==> src/rtl/fetch_pkg.sv <==
// Shared types and constants for the instruction-fetch sequencer.
package fetch_pkg;

  localparam int XLEN        = 32;
  localparam int INSTR_ALIGN = 4;

  localparam logic [XLEN-1:0] DEFAULT_RESET_ADDR = 32'h0000_0000;

  typedef enum logic [2:0] {
    IDLE,
    REQ,
    WAIT,
    OUT,
    HALTED
  } fetch_state_e;

  // Force a jump target onto an instruction boundary.
  function automatic logic [XLEN-1:0] align_addr(input logic [XLEN-1:0] a);
    return {a[XLEN-1:2], 2'b00};
  endfunction

endpackage

==> src/rtl/fetch_ctrl_if.sv <==
// Single-outstanding request/grant/response bus to instruction memory.
interface fetch_ctrl_if;
  import fetch_pkg::*;

  logic            imem_req_o;
  logic [XLEN-1:0] imem_addr_o;
  logic            imem_gnt_i;
  logic            imem_rvalid_i;
  logic [XLEN-1:0] imem_rdata_i;

  modport master (
    output imem_req_o,
    output imem_addr_o,
    input  imem_gnt_i,
    input  imem_rvalid_i,
    input  imem_rdata_i
  );

  modport slave (
    input  imem_req_o,
    input  imem_addr_o,
    output imem_gnt_i,
    output imem_rvalid_i,
    output imem_rdata_i
  );

endinterface

==> src/rtl/fetch_ctrl_pc_reg.sv <==
// Program counter: loads an aligned target or advances by one instruction.
module pc_reg
  import fetch_pkg::*;
#(
  parameter logic [XLEN-1:0] RESET_ADDR = DEFAULT_RESET_ADDR
) (
  input  logic            clk,
  input  logic            rst_n,
  input  logic            load,
  input  logic            inc,
  input  logic [XLEN-1:0] load_addr,
  output logic [XLEN-1:0] pc
);

  // Load has priority; the increment wraps naturally at 2^32.
  always_ff @(posedge clk or negedge rst_n) begin
    if (!rst_n) begin
      pc <= RESET_ADDR;
    end else if (load) begin
      pc <= align_addr(load_addr);
    end else if (inc) begin
      pc <= pc + XLEN'(INSTR_ALIGN);
    end
  end

endmodule

==> src/rtl/fetch_ctrl.sv <==
// Instruction-fetch sequencer: PC ownership, imem handshake, decode handoff,
// and redirect/trap/halt handling. Every output is a flop.
module fetch_ctrl
  import fetch_pkg::*;
#(
  parameter logic [XLEN-1:0] RESET_ADDR = DEFAULT_RESET_ADDR
) (
  input  logic            clk,
  input  logic            rst_n,
  fetch_ctrl_if.master    imem,
  output logic            instr_valid_o,
  output logic [XLEN-1:0] instr_o,
  output logic [XLEN-1:0] instr_pc_o,
  input  logic            instr_ready_i,
  input  logic            redirect_i,
  input  logic [XLEN-1:0] redirect_pc_i,
  input  logic            trap_i,
  input  logic [XLEN-1:0] mtvec_i,
  input  logic            halt_i,
  input  logic            resume_i,
  output logic [XLEN-1:0] pc_o,
  output logic            misalign_o
);

  fetch_state_e    state, state_d;
  logic            kill, kill_d;
  logic            halt_pend, halt_pend_d;
  logic            flush;
  logic [XLEN-1:0] target;
  logic            pc_load, pc_inc, capture;
  logic            misalign_d;
  logic            req_q;
  logic [XLEN-1:0] addr_q, addr_d;

  assign imem.imem_req_o  = req_q;
  assign imem.imem_addr_o = addr_q;

  pc_reg #(.RESET_ADDR(RESET_ADDR)) u_pc (
    .clk       (clk),
    .rst_n     (rst_n),
    .load      (pc_load),
    .inc       (pc_inc),
    .load_addr (target),
    .pc        (pc_o)
  );

  // Next-state, PC control and kill/halt bookkeeping.
  always_comb begin
    flush       = trap_i | redirect_i;
    target      = trap_i ? mtvec_i : redirect_pc_i;
    state_d     = state;
    kill_d      = kill;
    halt_pend_d = halt_pend;
    pc_load     = flush;
    pc_inc      = 1'b0;
    capture     = 1'b0;
    misalign_d  = flush && (target[1:0] != 2'b00);

    case (state)
      IDLE: begin
        state_d = REQ;
        if (!flush && halt_i) begin
          halt_pend_d = 1'b1;
          kill_d      = 1'b1;
        end
      end
      REQ: begin
        // The request cannot be withdrawn, so control changes only mark
        // its response for discard.
        if (imem.imem_gnt_i) state_d = WAIT;
        if (flush) begin
          kill_d      = 1'b1;
          halt_pend_d = 1'b0;
        end else if (halt_i) begin
          kill_d      = 1'b1;
          halt_pend_d = 1'b1;
        end
      end
      WAIT: begin
        if (imem.imem_rvalid_i) begin
          if (kill || flush || halt_i) begin
            kill_d      = 1'b0;
            halt_pend_d = 1'b0;
            state_d     = (!flush && (halt_pend || halt_i)) ? HALTED : REQ;
          end else begin
            capture = 1'b1;
            pc_inc  = 1'b1;
            state_d = OUT;
          end
        end else if (flush) begin
          kill_d      = 1'b1;
          halt_pend_d = 1'b0;
        end else if (halt_i) begin
          kill_d      = 1'b1;
          halt_pend_d = 1'b1;
        end
      end
      OUT: begin
        if (flush)              state_d = REQ;
        else if (halt_i)        state_d = HALTED;
        else if (instr_ready_i) state_d = REQ;
      end
      HALTED: begin
        if (flush || (resume_i && !halt_i)) state_d = REQ;
      end
      default: state_d = IDLE;
    endcase

    // The request address is fixed when a request starts and held until granted.
    if (state != REQ && state_d == REQ) begin
      addr_d = pc_load ? align_addr(target) : pc_o;
    end else begin
      addr_d = addr_q;
    end
  end

  // State register and registered control outputs.
  always_ff @(posedge clk or negedge rst_n) begin
    if (!rst_n) begin
      state         <= IDLE;
      kill          <= 1'b0;
      halt_pend     <= 1'b0;
      req_q         <= 1'b0;
      addr_q        <= RESET_ADDR;
      instr_valid_o <= 1'b0;
      misalign_o    <= 1'b0;
    end else begin
      state         <= state_d;
      kill          <= kill_d;
      halt_pend     <= halt_pend_d;
      req_q         <= (state_d == REQ);
      addr_q        <= addr_d;
      instr_valid_o <= (state_d == OUT);
      misalign_o    <= misalign_d;
    end
  end

  // Held instruction and its address, captured from an accepted response.
  always_ff @(posedge clk or negedge rst_n) begin
    if (!rst_n) begin
      instr_o    <= '0;
      instr_pc_o <= '0;
    end else if (capture) begin
      instr_o    <= imem.imem_rdata_i;
      instr_pc_o <= pc_o;
    end
  end

endmodule

==> src/flat_wrapper.sv <==
// flat-port wrapper written by rule: the top's interface ports become plain ports
module fetch_ctrl_flat import fetch_pkg::*;
#(
  parameter logic [XLEN-1:0] RESET_ADDR = DEFAULT_RESET_ADDR
)
  (clk, rst_n, instr_valid_o, instr_o, instr_pc_o, instr_ready_i, redirect_i, redirect_pc_i, trap_i, mtvec_i, halt_i, resume_i, pc_o, misalign_o, imem_imem_req_o, imem_imem_addr_o, imem_imem_gnt_i, imem_imem_rvalid_i, imem_imem_rdata_i);
  fetch_ctrl_if imem_i ();
  input  logic clk;
  input  logic rst_n;
  output logic instr_valid_o;
  output logic [XLEN-1:0] instr_o;
  output logic [XLEN-1:0] instr_pc_o;
  input  logic instr_ready_i;
  input  logic redirect_i;
  input  logic [XLEN-1:0] redirect_pc_i;
  input  logic trap_i;
  input  logic [XLEN-1:0] mtvec_i;
  input  logic halt_i;
  input  logic resume_i;
  output logic [XLEN-1:0] pc_o;
  output logic misalign_o;
  output wire logic [$bits(imem_i.imem_req_o)-1:0] imem_imem_req_o;
  output wire logic [$bits(imem_i.imem_addr_o)-1:0] imem_imem_addr_o;
  input wire logic [$bits(imem_i.imem_gnt_i)-1:0] imem_imem_gnt_i;
  input wire logic [$bits(imem_i.imem_rvalid_i)-1:0] imem_imem_rvalid_i;
  input wire logic [$bits(imem_i.imem_rdata_i)-1:0] imem_imem_rdata_i;
  assign imem_imem_req_o = imem_i.imem_req_o;
  assign imem_imem_addr_o = imem_i.imem_addr_o;
  assign imem_i.imem_gnt_i = imem_imem_gnt_i;
  assign imem_i.imem_rvalid_i = imem_imem_rvalid_i;
  assign imem_i.imem_rdata_i = imem_imem_rdata_i;
  fetch_ctrl #(.RESET_ADDR(RESET_ADDR)) u_core (.clk(clk), .rst_n(rst_n), .imem(imem_i), .instr_valid_o(instr_valid_o), .instr_o(instr_o), .instr_pc_o(instr_pc_o), .instr_ready_i(instr_ready_i), .redirect_i(redirect_i), .redirect_pc_i(redirect_pc_i), .trap_i(trap_i), .mtvec_i(mtvec_i), .halt_i(halt_i), .resume_i(resume_i), .pc_o(pc_o), .misalign_o(misalign_o));
endmodule
==> config.mk <==
export PLATFORM = sky130hd
export DESIGN_NAME = fetch_ctrl_flat
export DESIGN_NICKNAME = d
export VERILOG_FILES = /design/src/rtl/fetch_pkg.sv /design/src/rtl/fetch_ctrl_if.sv /design/src/rtl/fetch_ctrl_pc_reg.sv /design/src/rtl/fetch_ctrl.sv /design/src/flat_wrapper.sv
export SDC_FILE = /design/constraint.sdc
export NUM_CORES = 1
export LEC_CHECK = 0
export CORE_AREA = 2 2 125 127
export CTS_CLUSTER_DIAMETER = 120
export DETAILED_ROUTE_END_ITERATION = 8
export DIE_AREA = 0 0 127 129
export HOLD_SLACK_MARGIN = 0.1
export PLACE_DENSITY = 0.79
export REMOVE_ABC_BUFFERS = 1
export SKIP_LAST_GASP = 1
export SLEW_MARGIN = 20
export SYNTH_ARGS = -nofsm -noshare
export SYNTH_HDL_FRONTEND = slang
export SYNTH_HIERARCHICAL = 1
export SYNTH_SLANG_ARGS = --single-unit
==> constraint.sdc <==
create_clock -name clk -period 3.44 [get_ports clk]
set_clock_uncertainty 0.15 [all_clocks]
set_input_delay 0.688 -clock clk [delete_from_list [all_inputs] [get_ports clk]]
set_output_delay 0.688 -clock clk [all_outputs]
set_load 0.02 [all_outputs]
==> metrics.md <==
| Metric | Value |
|---|---|
| Finished Cell Area | between 9000 and 10000 um^2 |
| CP Cell Sequence | clkdlybuf4s50_1 > and4bb_1 > nor4b_2 > buf_4 > nand4_2 > or3_1 > buf_4 > nor4_4 > xnor2_1 > o21ai_1 |
| Mapped Cells | between 500 and 600 |
| # IOs | between 200 and 250 |
| Net switching fraction of the power | between 30% and 40% |
| Adder-cell share of the synthesized area | less than 1% |
| Main combinational cell family by area after synthesis | multiplexers |
| CP dominant cell by count | buf_4 |
| Largest buffer count on any clock path | 2 |
| Via count | 5115 |
| Total power draw | about 6.7 mW |
| Mux cell area share after synthesis | 26.2% |
| CP max-delay cell | clkdlybuf4s50_1 |
| Routed wire length | roughly 17 mm |
| XOR/XNOR share of the synthesized area | 3.85% |
| Critical Path Sink Type | flop |
| CP startpoint kind | input port |
| Final Max Slew Viols | 0 |
| Tmin final | about 3 ns |
| Worst reg2reg path endpoint | u_core/u_pc/pc[29] |
| Gr usage total | about a fifth |
| Root Buffer | clkbuf_16 |
| Net switching power | 2.12 mW |
| Final GP Congestion | 0.765 |
| Worst slew pin tran | a little over 1 ns |
| Number of synthesized flops with an enable pin | 0 |
| Buffers and inverters on the worst path | 3 |
| Crit path launch | imem_imem_rvalid_i |
| CP arrival | between 3 and 4 ns |
| Mapped cell area | 6600 um^2 |
| RSZ-0062 raised after global routing | no |
| Required @ worst endpoint | 3.55 ns |
| Fmax | around 0.33 GHz |
| Routed Antenna Nets | 0 |
| CTS sink count | approximately 130 |
| Leak | around 4.5 nW |
| Place WS | 0.0203 ns |
| Status | complete, no violations |
| Worst Reg-to-Reg Cells | 9 |
| HP Class | in2async |
| Iter 0 DRT Violations | about 320 |
| Vias in the first global route | around 5400 |
| Post_cts resized | 0 |
| Tcrit/Tclk final | 87.3% |
| Share of layout cells above drive strength 1 | between 10% and 20% |
| Hold Buf Count CTS | 0 |
| Clk pwr share | 31.2% |
| FP Rows | 45 |
| Post-route setup slack | ~0.44 ns |
| Maxcap violations | 0 |
| Post-synthesis cell type count | 53 |
| FF+latch count, synth | approximately 130 |
| Sequential-to-total area share from yosys stat | slightly above 50% |
| Synth Area in Simple Gates | between 10 and 15% |
| Gate power share | between 30 and 40% |
| Placed Area | between 9000 and 10000 um^2 |
| Inserted Clock Buffers | 17 |
| Nets | 900 |
| Worst-skew pair later-pin latency | slightly above 0.4 ns |
| Core area | roughly 15000 um^2 |
| Largest net degree at the start of global routing | 92 |
| Commonest non-fill, non-tap cell in the layout | clkdlybuf4s50_1 |
| Worst-path fanout max | 9 |
| Die height | 129 um |
| Port Buffers | between 200 and 250 |
| Flop pwr share | 33.3% |
| Initial antenna violation count | 0 |
| Detailed Place HPWL | ~12 mm |
| Most frequent cells in the layout | clkdlybuf4s50_1, dfrtp_1, mux2i_1 |
| Htree depth | 4 |
| Die X-Extent | 127 um |
| Overflow after GRT | 0 |
| Drt wl/cell | about 17 um |
| Ys flop type | dfrtp_1 |
| Initial Util | roughly 44% |
| Kind of critical path | in2reg |
| Vias/cell | just over 5 |
| Internal power | roughly 4.6 mW |
| PD cells | approximately 700 nW/um^2 |
| ANT cells | 0 |
| First-pass GRT wire length | 27.3 mm |
| Async SR Flop Fraction | 100% |
| Synthesis-to-layout area growth | 49.1% |
| Setup bufs post-CTS | 0 |
| Die footprint | approximately 16000 um^2 |
| R2r setup slk | 0.61 ns |
| FF-to-FF Start | u_core/state[0] |
| Top delay family on crit path | simple AND/OR/NAND/NOR gates |
| Remaining DRCs | 0 |
| Post-synthesis compound-gate area fraction | 3.92% |
| Worst VDD drop | 0.000428 V |
| CP peak stage delay | between 0.5 and 0.6 ns |
| Slew headroom | between 30% and 40% |
| Yosys warnings | 6 |
| Final count of hold timing violations | 0 |
| Clock transition at path regs | around 0.060 ns |
| Final setup fails | 0 |
| Avg Inst Size Synth | approximately 12 um^2 |
| CTS tree | done |
| Drt first pass iters | 4 |
-- cell type report --
type,count,area (um^2)
clock buffer,21,470
clock inverter,11,219
fill,1122,5130
inverter,39,148
multi-input combinational,353,2940
sequential,134,3350
tap,188,235
timing repair buffer,249,2490
-- per-layer routing --
layer,track usage (%),up-vias,part of all wire (%)
li1,-,2384,-
met1,24.1,2510,39
met2,36.8,188,51
met3,7.61,33,7.7
met4,8.21,0,2.4
met5,0,-,0
-- synthesized netlist by cell type, types with 4 or more instances --
library cell,instances,area [um^2]
buf_4,7,52.6
xnor2_1,21,184
and3_1,5,31.3
clkbuf_1,11,41.3
nor3_1,8,40.0
nor2_1,16,60.1
mux2i_1,64,641
o21ai_1,6,30.0
nand2_1,50,188
o21ai_0,25,125
xor2_1,8,70.1
dfrtp_1,134,3350
nand3_1,7,35.0
a21oi_1,4,20.0
mux2_1,46,518
inv_1,38,143
buf_6,5,56.3
buf_2,5,25.0
mux2_2,51,574
-- cell families (layout without fill, tap and decap cells) --
logic type | count (synthesis) | after routing
xor+xnor | 29 | 29
fa+ha+maj | 1 | 1
buf+inv | 68 | 320
other cells | 1 | 2
flops | 134 | 134
compound gates | 43 | 43
mux | 161 | 161
simple gates | 117 | 117
-- per-stage QoR --
stage | hold WS (ns) | TNS [ns] | utilization [%] | std cells
floorplan | 0.242 | -640.94 | - | 526
global placement | 0.316 | 0 | 61.1 | 963
detailed placement | 0.324 | 0 | 61.1 | 963
CTS | 0.217 | 0 | 65.7 | 995
global route | 0.245 | 0 | 65.7 | 995
finish | 0.173 | 0 | 65.7 | 995
-- power groups by stage --
stage / clock, mW / sequential (mW) / combinational [mW]
3_5_place_dp: 0 / 2.25 / 2.40
5_1_grt: 2.21 / 2.28 / 2.54
4_1_cts: 2.14 / 2.23 / 2.41
3_3_place_gp: 0 / 2.22 / 2.35
2_1_floorplan: 0 / 2.60 / 0.856
6_report: 2.09 / 2.23 / 2.38
-- how the worst max path moves through the flow --
stage,cells after the start,to,slack [ns]
5_1_grt,10,u_core/u_pc/pc[20],0.26
6_report,10,u_core/u_pc/pc[29],0.44
4_1_cts,10,u_core/u_pc/pc[29],0.44
3_3_place_gp,10,u_core/u_pc/pc[19],0.08
2_1_floorplan,8,u_core/u_pc/pc[27],-7.69
3_5_place_dp,10,u_core/u_pc/pc[31],0.02
No activity file was read; power rests on OpenSTA's default activity.
